[src/rtl/cloth_pkg.sv]
// Shared definitions for the cloth physics frame sequencer.
package cloth_pkg;
  localparam int DEF_N_LINKS = 16;
  localparam int DEF_N_ITER  = 4;

  typedef enum logic [2:0] {
    ST_IDLE,
    ST_VERLET,
    ST_CONSTRAIN,
    ST_FIX,
    ST_DONE
  } seq_state_e;

  function automatic int clog2_min1(input int n);
    return (n > 1) ? $clog2(n) : 1;
  endfunction
endpackage

[src/rtl/physics_step_sequencer_if.sv]
// Frame control and solver-facing link handshake of the step sequencer.
interface physics_step_sequencer_if #(
  parameter int IDX_W  = 4,
  parameter int ITER_W = 2
) ();
  logic              start;
  logic              solver_ready;
  logic              verlet_state;
  logic              fix_constraint_state;
  logic              link_valid;
  logic [IDX_W-1:0]  link_idx;
  logic [ITER_W-1:0] iter_cnt;
  logic              busy;
  logic              done;

  modport master (
    input  start, solver_ready,
    output verlet_state, fix_constraint_state, link_valid, link_idx, iter_cnt, busy, done
  );

  modport slave (
    output start, solver_ready,
    input  verlet_state, fix_constraint_state, link_valid, link_idx, iter_cnt, busy, done
  );
endinterface

[src/rtl/physics_step_sequencer_link_iter_counter.sv]
// Nested link/iteration wrap counter; last flags the final link of the final pass.
module link_iter_counter #(
  parameter int N_LINKS = 16,
  parameter int N_ITER  = 4,
  parameter int IDX_W   = 4,
  parameter int ITER_W  = 2
) (
  input  logic              clk,
  input  logic              reset,
  input  logic              clear,
  input  logic              advance,
  output logic [IDX_W-1:0]  link_idx,
  output logic [ITER_W-1:0] iter_cnt,
  output logic              last
);
  localparam logic [IDX_W-1:0]  LAST_IDX  = IDX_W'(N_LINKS - 1);
  localparam logic [ITER_W-1:0] LAST_ITER = ITER_W'(N_ITER - 1);

  logic idx_wrap;
  assign idx_wrap = (link_idx == LAST_IDX);
  assign last     = idx_wrap && (iter_cnt == LAST_ITER);

  always_ff @(posedge clk or negedge reset) begin
    if (!reset) begin
      link_idx <= '0;
      iter_cnt <= '0;
    end else if (clear) begin
      link_idx <= '0;
      iter_cnt <= '0;
    end else if (advance) begin
      if (idx_wrap) begin
        link_idx <= '0;
        // the final pass also wraps, so the counter reads 0 once CONSTRAIN ends
        iter_cnt <= (iter_cnt == LAST_ITER) ? '0 : iter_cnt + 1'b1;
      end else begin
        link_idx <= link_idx + 1'b1;
      end
    end
  end
endmodule

[src/rtl/physics_step_sequencer.sv]
// Per-frame sequencer: verlet integrate, N_ITER constraint passes over N_LINKS links, pin fix.
module physics_step_sequencer
  import cloth_pkg::*;
#(
  parameter int N_LINKS = DEF_N_LINKS,
  parameter int N_ITER  = DEF_N_ITER,
  parameter int IDX_W   = clog2_min1(N_LINKS),
  parameter int ITER_W  = clog2_min1(N_ITER)
) (
  input logic clk,
  input logic reset,
  physics_step_sequencer_if.master bus
);
  seq_state_e state, state_nxt;
  logic       xfer;
  logic       last;

  always_ff @(posedge clk or negedge reset) begin
    if (!reset) state <= ST_IDLE;
    else        state <= state_nxt;
  end

  always_comb begin
    state_nxt = state;
    case (state)
      ST_IDLE:      if (bus.start) state_nxt = ST_VERLET;
      ST_VERLET:    state_nxt = ST_CONSTRAIN;
      ST_CONSTRAIN: if (xfer && last) state_nxt = ST_FIX;
      ST_FIX:       state_nxt = ST_DONE;
      ST_DONE:      state_nxt = ST_IDLE;
      default:      state_nxt = ST_IDLE;
    endcase
  end

  assign xfer = (state == ST_CONSTRAIN) && bus.solver_ready;

  // held cleared outside CONSTRAIN so every pass set starts at 0,0 and idle reads 0
  link_iter_counter #(
    .N_LINKS(N_LINKS),
    .N_ITER (N_ITER),
    .IDX_W  (IDX_W),
    .ITER_W (ITER_W)
  ) u_cnt (
    .clk     (clk),
    .reset   (reset),
    .clear   (state != ST_CONSTRAIN),
    .advance (xfer),
    .link_idx(bus.link_idx),
    .iter_cnt(bus.iter_cnt),
    .last    (last)
  );

  assign bus.verlet_state         = (state == ST_VERLET);
  assign bus.link_valid           = (state == ST_CONSTRAIN);
  assign bus.fix_constraint_state = (state == ST_FIX);
  assign bus.done                 = (state == ST_DONE);
  assign bus.busy                 = (state != ST_IDLE);
endmodule

[src/flat_wrapper.sv]
// flat-port wrapper written by rule: the top's interface ports become plain ports
module physics_step_sequencer_flat import cloth_pkg::*;
#(
  parameter int N_LINKS = DEF_N_LINKS,
  parameter int N_ITER  = DEF_N_ITER,
  parameter int IDX_W   = clog2_min1(N_LINKS),
  parameter int ITER_W  = clog2_min1(N_ITER)
)
  (clk, reset, bus_start, bus_solver_ready, bus_verlet_state, bus_fix_constraint_state, bus_link_valid, bus_link_idx, bus_iter_cnt, bus_busy, bus_done);
  physics_step_sequencer_if #(.IDX_W(IDX_W), .ITER_W(ITER_W)) bus_i ();
  input logic clk;
  input logic reset;
  input wire logic [$bits(bus_i.start)-1:0] bus_start;
  input wire logic [$bits(bus_i.solver_ready)-1:0] bus_solver_ready;
  output wire logic [$bits(bus_i.verlet_state)-1:0] bus_verlet_state;
  output wire logic [$bits(bus_i.fix_constraint_state)-1:0] bus_fix_constraint_state;
  output wire logic [$bits(bus_i.link_valid)-1:0] bus_link_valid;
  output wire logic [$bits(bus_i.link_idx)-1:0] bus_link_idx;
  output wire logic [$bits(bus_i.iter_cnt)-1:0] bus_iter_cnt;
  output wire logic [$bits(bus_i.busy)-1:0] bus_busy;
  output wire logic [$bits(bus_i.done)-1:0] bus_done;
  assign bus_i.start = bus_start;
  assign bus_i.solver_ready = bus_solver_ready;
  assign bus_verlet_state = bus_i.verlet_state;
  assign bus_fix_constraint_state = bus_i.fix_constraint_state;
  assign bus_link_valid = bus_i.link_valid;
  assign bus_link_idx = bus_i.link_idx;
  assign bus_iter_cnt = bus_i.iter_cnt;
  assign bus_busy = bus_i.busy;
  assign bus_done = bus_i.done;
  physics_step_sequencer #(.N_LINKS(N_LINKS), .N_ITER(N_ITER), .IDX_W(IDX_W), .ITER_W(ITER_W)) u_core (.clk(clk), .reset(reset), .bus(bus_i));
endmodule
[config.mk]
export PLATFORM = sky130hd
export DESIGN_NAME = physics_step_sequencer_flat
export DESIGN_NICKNAME = d
export VERILOG_FILES = /design/src/rtl/cloth_pkg.sv /design/src/rtl/physics_step_sequencer_if.sv /design/src/rtl/physics_step_sequencer_link_iter_counter.sv /design/src/rtl/physics_step_sequencer.sv /design/src/flat_wrapper.sv
export SDC_FILE = /design/constraint.sdc
export NUM_CORES = 1
export LEC_CHECK = 0
export CORE_AREA = 2 2 39 41
export CTS_BUF_LIST = sky130_fd_sc_hd__clkbuf_4 sky130_fd_sc_hd__clkbuf_8
export DETAILED_ROUTE_END_ITERATION = 10
export DIE_AREA = 0 0 41 43
export GPL_TIMING_DRIVEN = 0
export HOLD_SLACK_MARGIN = 0.12
export PLACE_DENSITY = 0.6
export SETUP_SLACK_MARGIN = 0.15
export SYNTH_ARGS = -nofsm -noshare
export SYNTH_HDL_FRONTEND = slang
export SYNTH_SLANG_ARGS = --single-unit
[constraint.sdc]
create_clock -name clk -period 1.4 [get_ports clk]
set_clock_uncertainty 0.05 [all_clocks]
set_input_delay 0.28 -clock clk [delete_from_list [all_inputs] [get_ports clk]]
set_output_delay 0.28 -clock clk [all_outputs]
set_load 0.005 [all_outputs]
=== Word level (Yosys, flattened, before mapping) ===
Cells that the tools add are included.

* Flip-flop bits (word level): 9
* Input port bits: 4
* Output and inout port bits: 11
* Logic and storage cells: 33

* Add/subtract/negate cells: 2
* Equal/unequal tests: 9
* Mux-type cells: 10
* Reductions and logical operators: 9

{| class="wikitable"
|+ Operator list
! cell !! number
|-
| $mux W4 || 3
|-
| $pmux W3 S4 || 1
|-
| $mux W2 || 4
|-
| $eq A3 B2 Y1 const B || 2
|-
| $mux W3 || 2
|-
| $add A4 B1 Y4 const B || 1
|-
| $eq A4 B4 Y1 const B || 1
|-
| $reduce_and A2 Y1 || 2
|-
| $reduce_bool A2 Y1 || 2
|-
| $eq A3 B1 Y1 const B || 1
|-
| $eq A3 B3 Y1 const B || 1
|-
| $logic_and A1 B1 Y1 || 3
|-
| $logic_not A3 Y1 || 1
|-
| $ne A3 B2 Y1 const B || 1
|-
| $reduce_bool A3 Y1 || 1
|-
| $add A2 B1 Y2 const B || 1
|-
| $eq A2 B2 Y1 const B || 1
|-
| $ne A2 B1 Y1 const B || 1
|-
| $ne A2 B2 Y1 const B || 1
|}

=== Longest topological paths before layout ===
Gate-level depths: netlist of run 1.

* Word-level depth: 5
* Depth in mapped cells: 4
* Mapped depth without buffers: 4

=== Modules after synthesis ===
From an unflattened synthesis of run 1, not the netlist that was laid out.

* Cell total of the unflattened synthesis: 48
* Area total of the unflattened synthesis: 481.7 µm²

{| class="wikitable"
|+ By module, submodules not included
! module !! instances !! cells an instance !! area each (µm²) !! seq. area each (µm²)
|-
| link_iter_counter || 1 || 30 || 300.3 || 150.1
|-
| physics_step_sequencer || 1 || 18 || 181.4 || 75.1
|}

=== Least setup slack after synthesis of run 1 ===
OpenSTA, ideal clock, no wires.

* Kind: register -> register
* Start point: register u_core.u_cnt.link_idx[0]
* End point: register u_core.u_cnt.iter_cnt[0]
* Data arrival time: 1.188 ns
* Data required time: 1.276 ns
* Setup slack: 0.087 ns
* Stages on the path, launching flop included: 5
* Buffers on the path: 0
* Period minus slack after synthesis: 1.313 ns
* Cells stage by stage: dfrtp_1 > ha_1 > nand4_2 > or3_1 > a21oi_2

* Word-level cells in the longest chain between the ends: 3

{| class="wikitable"
|+ Ends and longest elaborated chain
! element !! line !! text
|-
| from (decl) || physics_step_sequencer_link_iter_counter.sv:12 || <nowiki>output logic [IDX_W-1:0] link_idx,</nowiki>
|-
| from (signal assigned) || physics_step_sequencer_link_iter_counter.sv:36 || <nowiki>link_idx <= link_idx + 1'b1;</nowiki>
|-
| $eq A4 B4 Y1 || physics_step_sequencer_link_iter_counter.sv:20 || <nowiki>assign idx_wrap = (link_idx == LAST_IDX);</nowiki>
|-
| $reduce_bool A2 Y1 (no source line) || -- ||
|-
| $reduce_and A2 Y1 (no source line) || -- ||
|-
| to (signal assigned) || physics_step_sequencer_link_iter_counter.sv:34 || <nowiki>iter_cnt <= (iter_cnt == LAST_ITER) ? '0 : iter_cnt + 1'b1;</nowiki>
|-
| to (decl) || physics_step_sequencer_link_iter_counter.sv:13 || <nowiki>output logic [ITER_W-1:0] iter_cnt,</nowiki>
|}

Every way passes these cells.
A chain may end at the register's enable or synchronous reset.

=== Worst setup path after layout of run 1 ===
* Start point: register u_core.state[2]
* End point: output port bus_verlet_state

* Word-level cells in the longest chain between the ends: 1

{| class="wikitable"
|+ Ends and longest elaborated chain
! element !! line !! text
|-
| from (decl) || physics_step_sequencer.sv:14 || <nowiki>seq_state_e state, state_nxt;</nowiki>
|-
| from (signal assigned) || physics_step_sequencer.sv:20 || <nowiki>else state <= state_nxt;</nowiki>
|-
| $eq A3 B1 Y1 || physics_step_sequencer.sv:53 || <nowiki>assign bus.verlet_state = (state == ST_VERLET);</nowiki>
|-
| to (decl) || flat_wrapper.sv:15 || <nowiki>output wire logic [$bits(bus_i.verlet_state)-1:0] bus_verlet_state;</nowiki>
|}

Every way passes these cells.

==> results.sh, run 1 <==
export IMPL_hpwl_um=648
export IMPL_dpl_instance_area_um2=603
export IMPL_place_gp_congestion=0.651
export IMPL_vias=488
export IMPL_yosysUniqueCellTypes=20
export IMPL_rsz0062_at_grt="true"
export IMPL_vias_per_cell=4.98
export IMPL_cts_tree="yes"
export IMPL_p_per_area_nw_per_um2=1380
export IMPL_cp_end_kind="output port"
export IMPL_fin_crit_sh_pct=105
export IMPL_root_buffer="clkbuf_4"
export IMPL_wire_per_inst_um=13.3
export IMPL_avgSynthCellArea_um2=9.79
export IMPL_drive_gt1_share_pct=59.8
export IMPL_grt_pass1_vias=505
export IMPL_r2r_slack_ns=0.10
export IMPL_ir_drop_uv=567
export IMPL_die_w_um=41
export IMPL_hold_viol=0
export IMPL_io_buffers=13
export IMPL_post_place_ws_ns=-0.278
export IMPL_core_um2=1380
export IMPL_antenna_found_initial=0
export IMPL_crit_arrival_ns=1.14
export IMPL_cts_buffers=3
export IMPL_reg2reg_depth=5
export IMPL_clock_latency_ns=0.27
export IMPL_switchingPower_w=0.000420
export IMPL_ys_seq_elements=9
export IMPL_die_h_um=43
export IMPL_crit_fanout=3
export IMPL_finalPower_w=0.00120
export IMPL_violations="negative setup slack"
export IMPL_die_area_um2=1760
export IMPL_drv_slew=0
export IMPL_htree_levels=1
export IMPL_wirelength_um=1300
export IMPL_hold_ws_ns=0.265
export IMPL_syn_nets=52
export IMPL_rows=14
export IMPL_drtIter0Drc=5
export IMPL_dr_pass1_iters=2
export IMPL_ant_nets=0
export IMPL_antenna_cells=0
export IMPL_nNetsFinal=89
export IMPL_worst_ep_required_time_ns=1.07
export IMPL_clk_pin_slew_ns=0.07
export IMPL_ys_seq_area_share_pct=50.0
export IMPL_max_cap_violations=0
export IMPL_ios=15
export IMPL_gr_total_overflow=0
export IMPL_clock_fmax_mhz=680
export IMPL_power_internal_w=0.000781
export IMPL_drc_errors=0
export IMPL_cts_buffer_depth=2
export IMPL_layout_setup_ws_ns=-0.0708
export IMPL_hp_class="in -> async"
export IMPL_synth_warnings=0
export IMPL_final_cell_mix="buf_4 (11), buf_6 (11), dfrtp_1 (7)"
export IMPL_area_growth_syn_to_layout_pct=93.9
export IMPL_outcome="complete, but fails checks"
export IMPL_netlist_instances=46
export IMPL_path_class="reg -> out"
export IMPL_swShare_pct=35.0
export IMPL_slew_headroom_pct=70.1
export IMPL_start_kind="flip-flop"
export IMPL_fin_area_um2=873
export IMPL_numClockSinks=9
export IMPL_reg2reg_from="u_core.u_cnt.link_idx[1]$_DFFE_PN0P_"
export IMPL_grt_pass1_wl_um=2180
export IMPL_track_usage_pct=18.3
export IMPL_min_period_ns=1.47
export IMPL_tns_ns=-0.205
export IMPL_r2r_end="u_core.u_cnt.iter_cnt[0]$_DFFE_PN0P_"
export IMPL_start_util_pct=32.5
export IMPL_combPwrFrac_pct=50.2
export IMPL_seqPwrFrac_pct=30.1
export IMPL_syn_area_um2=450
export IMPL_p_leak_nw=0.417
export IMPL_tightest_slew_ns=0.446
export IMPL_setup_viol=5
export IMPL_grt_max_degree=10
export IMPL_clkPwrFrac_pct=19.8
export IMPL_hold_buffers=0
==> logic make-up after synthesis <==
group / share of synthesized area [%]
xor+xnor: 1.94
mux: 4.44
compound gates: 9.17
simple gates: 25.6
buf+inv: 3.33
fa+ha+maj: 5.55
flops: 50.0
==> area by class of cell <==
type / count / area [um2]
fill: 118 / 510
inverter: 2 / 7.51
sequential: 9 / 228
multi-input combinational: 34 / 292
tap: 16 / 20.0
buffer: 1 / 7.51
clock buffer: 4 / 30.0
timing repair buffer: 32 / 289
==> through the flow <==
stage          util [%]  instances
6_report           63.1         98
5_1_grt            63.1         98
4_1_cts            60.6         98
3_5_place_dp       43.6         75
3_3_place_gp       43.6         75
2_1_floorplan         -         46
==> power groups by stage <==
stage	combinational [W]	sequential, W	clock [W]
global placement	0.000309	0.000362	0
floorplan	0.000142	0.000351	0
detailed placement	0.000311	0.000362	0
finish	0.000603	0.000361	0.000237
CTS	0.000524	0.000356	0.000243
global route	0.000655	0.000367	0.000262
==> repair_timing <==
action / in CTS / in global routing
setup buffers: 19 / 0
endpoints found under the setup margin: 12 / 14
pin swaps: 10 / 7
gates resized for setup: 53 / 11
==> worst max-delay path, stage by stage (launching register included) <==
cell	delay, ns
dfrtp_1	0.41
buf_6	0.13
nand2b_4	0.14
nor2_2	0.07
buf_2	0.11
==> state kept, by name, summed over array words and instances, names as in the netlist <==
register and flops:
u_core.state 3, u_core.u_cnt.iter_cnt 2, u_core.u_cnt.link_idx 4
==> how the worst max path moves through the flow <==
stage | from | end | cells after the start
2_1_floorplan | u_core.u_cnt.link_idx[0]$_DFFE_PN0P_ | u_core.u_cnt.iter_cnt[0]$_DFFE_PN0P_ | 4
3_3_place_gp | u_core.state[0]$_DFFE_PN0P_ | bus_link_valid | 4
3_5_place_dp | u_core.state[0]$_DFFE_PN0P_ | bus_link_valid | 4
4_1_cts | u_core.state[2]$_DFFE_PN0P_ | bus_fix_constraint_state | 4
5_1_grt | u_core.state[2]$_DFFE_PN0P_ | bus_verlet_state | 4
6_report | u_core.state[2]$_DFFE_PN0P_ | bus_verlet_state | 4
==> cell usage after synthesis, drive strengths merged <==
cell	number	area (um2)
dfrtp	9	225
nor2	8	30.0
nand2	5	18.8
a21oi	3	18.8
ha	2	25.0
inv	2	7.51
mux2i	2	20.0
nand2b	2	12.5
nand3	2	10.0
nor3	2	10.0
a2bb2oi	1	8.76
a41oi	1	8.76
buf	1	7.51
nand3b	1	7.51
nand4	1	12.5
nor3b	1	7.51
o21ai	1	5.00
or3	1	6.26
xor2	1	8.76
==> metal layers <==
layer | routed length [um] | vias to the layer above | share of wire, % | track usage [%]
met5 | 0 | - | 0 | 0
met4 | 21 | 0 | 1.6 | 10.0
met3 | 34 | 2 | 2.6 | 3.14
met2 | 672 | 8 | 52 | 27.8
met1 | 574 | 247 | 44 | 23.3
li1 | - | 231 | - | -
Power figures use the tool's default switching activity.
==> inputs of run 2 (changes only) <==
SKIP_CTS_REPAIR_TIMING = 1   (was not set)
==> run 2 against run 1 <==
The flow still finishes with violations (negative setup slack). Routed wire length is 18% lower. Count of clock-buffer cells in the layout unchanged. First-iteration DRC count increased by 60%. Via count down 14%. Hold slack lost 0.0064 ns. Worst setup slack got worse by 0.012 ns. Maximum frequency is 0.84% lower. Critical path depth up 1. Non-clock buffer count decreased by 11. Highest routed layer unchanged.
==> results.sh, run 2 (synthesized netlist as in run 1, its figures left out) <==
export IMPL_outcome="complete, but fails checks"
export IMPL_violations="negative setup slack"
export IMPL_max_cap_violations=0
export IMPL_die_area_um2=1760
export IMPL_tightest_slew_ns=0.423
export IMPL_p_leak_nw=0.454
export IMPL_switchingPower_w=0.000365
export IMPL_root_buffer="clkbuf_4"
export IMPL_hold_ws_ns=0.258
export IMPL_nNetsFinal=78
export IMPL_seqPwrFrac_pct=37.3
export IMPL_layout_setup_ws_ns=-0.0833
export IMPL_core_um2=1380
export IMPL_reg2reg_from="u_core.u_cnt.link_idx[1]$_DFFE_PN0P_"
export IMPL_swShare_pct=35.2
export IMPL_clk_pin_slew_ns=0.06
export IMPL_numClockSinks=9
export IMPL_cts_buffer_depth=2
export IMPL_finish_utilization_pct=54.0
export IMPL_grt_pass1_wl_um=1540
export IMPL_clock_fmax_mhz=674
export IMPL_grt_pass1_vias=350
export IMPL_grt_max_degree=10
export IMPL_rsz0062_at_grt="true"
export IMPL_ant_nets=0
export IMPL_wire_per_inst_um=12.2
export IMPL_p_per_area_nw_per_um2=1390
export IMPL_r2r_end="u_core.u_cnt.iter_cnt[0]$_DFFE_PN0P_"
export IMPL_layoutNonFillerInstCount=87
export IMPL_place_gp_congestion=0.651
export IMPL_area_growth_syn_to_layout_pct=65.8
export IMPL_wirelength_um=1060
export IMPL_final_common_cell="buf_4"
export IMPL_htree_levels=1
export IMPL_hp_class="in -> async"
export IMPL_io_buffers=13
export IMPL_clkPwrFrac_pct=22.6
export IMPL_antenna_cells=0
export IMPL_start_util_pct=32.5
export IMPL_min_period_ns=1.48
export IMPL_cts_buffers=3
export IMPL_dpl_instance_area_um2=603
export IMPL_start_kind="flip-flop"
export IMPL_r2r_slack_ns=0.11
export IMPL_reg2reg_depth=4
export IMPL_regMostFlops="u_core.u_cnt.link_idx"
export IMPL_drv_slew=0
export IMPL_antenna_found_initial=0
export IMPL_final_cell_mix="buf_4 (8), nor2_1 (6), dlymetal6s2s_1 (6)"
export IMPL_die_h_um=43
export IMPL_cp_end_kind="output port"
export IMPL_die_w_um=41
export IMPL_ios=15
export IMPL_dr_pass1_iters=2
export IMPL_crit_fanout=4
export IMPL_fin_area_um2=747
export IMPL_vias_per_cell=4.85
export IMPL_path_class="reg -> out"
export IMPL_power_internal_w=0.000672
export IMPL_hold_viol=0
export IMPL_clock_latency_ns=0.27
export IMPL_largest_reg_flops=4
export IMPL_post_place_cells=75
export IMPL_slew_headroom_pct=71.7
export IMPL_track_usage_pct=13.1
export IMPL_hpwl_um=648
export IMPL_cts_tree="yes"
export IMPL_vias=422
export IMPL_drive_gt1_share_pct=45.1
export IMPL_rows=14
export IMPL_drc_errors=0
export IMPL_crit_arrival_ns=1.15
export IMPL_gr_total_overflow=0
export IMPL_combPwrFrac_pct=40.1
export IMPL_setup_viol=2
export IMPL_fin_crit_sh_pct=106
export IMPL_drtIter0Drc=8
export IMPL_ir_drop_uv=616
export IMPL_worst_ep_required_time_ns=1.07
export IMPL_top_regs="u_core.u_cnt.link_idx: 4 flops, u_core.state: 3 flops, u_core.u_cnt.iter_cnt: 2 flops"
## run 2: changes by cell type in the layout (fill, tap and decap cells not counted), sizes merged
cell / change
buf: -14
clkdlybuf4s15: -5
dlymetal6s2s: +6
clkbuf: +2
## run 2: power by group through the flow
stage / Combinational, W / Sequential (W) / Clock [W]
4_1_cts: 0.000311 / 0.000357 / 0.000243
3_3_place_gp: 0.000309 / 0.000362 / 0
3_5_place_dp: 0.000311 / 0.000362 / 0
6_report: 0.000416 / 0.000387 / 0.000234
2_1_floorplan: 0.000142 / 0.000351 / 0
5_1_grt: 0.000456 / 0.000396 / 0.000260
## run 2: worst max-delay path, cell delays in order (launching register included)
cell and delay [ns]:
dfrtp_1 0.41, buf_6 0.13, nor2_4 0.11, nand2_2 0.09, inv_2 0.06, buf_6 0.08
## run 2: area by class of cell
class                      count  area, um2
buffer                         1       7.51
clock buffer                   4       30.0
fill                         136        637
inverter                       2       7.51
multi-input combinational     34        262
sequential                     9        230
tap                           16       20.0
timing repair buffer          21        190
## run 2: how the worst max path moves through the flow
| stage | start | end | depth (start not counted) |
|---|---|---|---|
| after floorplan | u_core.u_cnt.link_idx[0]$_DFFE_PN0P_ | u_core.u_cnt.iter_cnt[0]$_DFFE_PN0P_ | 4 |
| after global placement | u_core.state[0]$_DFFE_PN0P_ | bus_link_valid | 4 |
| after detailed placement | u_core.state[0]$_DFFE_PN0P_ | bus_link_valid | 4 |
| after CTS | u_core.state[0]$_DFFE_PN0P_ | bus_link_valid | 4 |
| after global routing | u_core.state[2]$_DFFE_PN0P_ | bus_link_valid | 5 |
| final | u_core.state[2]$_DFFE_PN0P_ | bus_link_valid | 5 |
## run 2: stage by stage
step / setup slack [ns] / setup TNS (ns) / power (W)
after floorplan: 0.0992 / 0 / 0.000493
after global placement: -0.291 / -0.582 / 0.000671
after detailed placement: -0.278 / -0.587 / 0.000672
after CTS: -0.578 / -2.97 / 0.000911
after global routing: -0.135 / -0.228 / 0.00111
final: -0.0833 / -0.104 / 0.00104
## run 2: per-layer routing
layer | vias up | global-route usage, % | part of all wire, %
li1 | 208 | - | -
met5 | - | 0 | 0
met4 | 0 | 8.00 | 2.0
met2 | 8 | 18.4 | 48
met3 | 2 | 3.14 | 3.1
met1 | 204 | 17.3 | 47
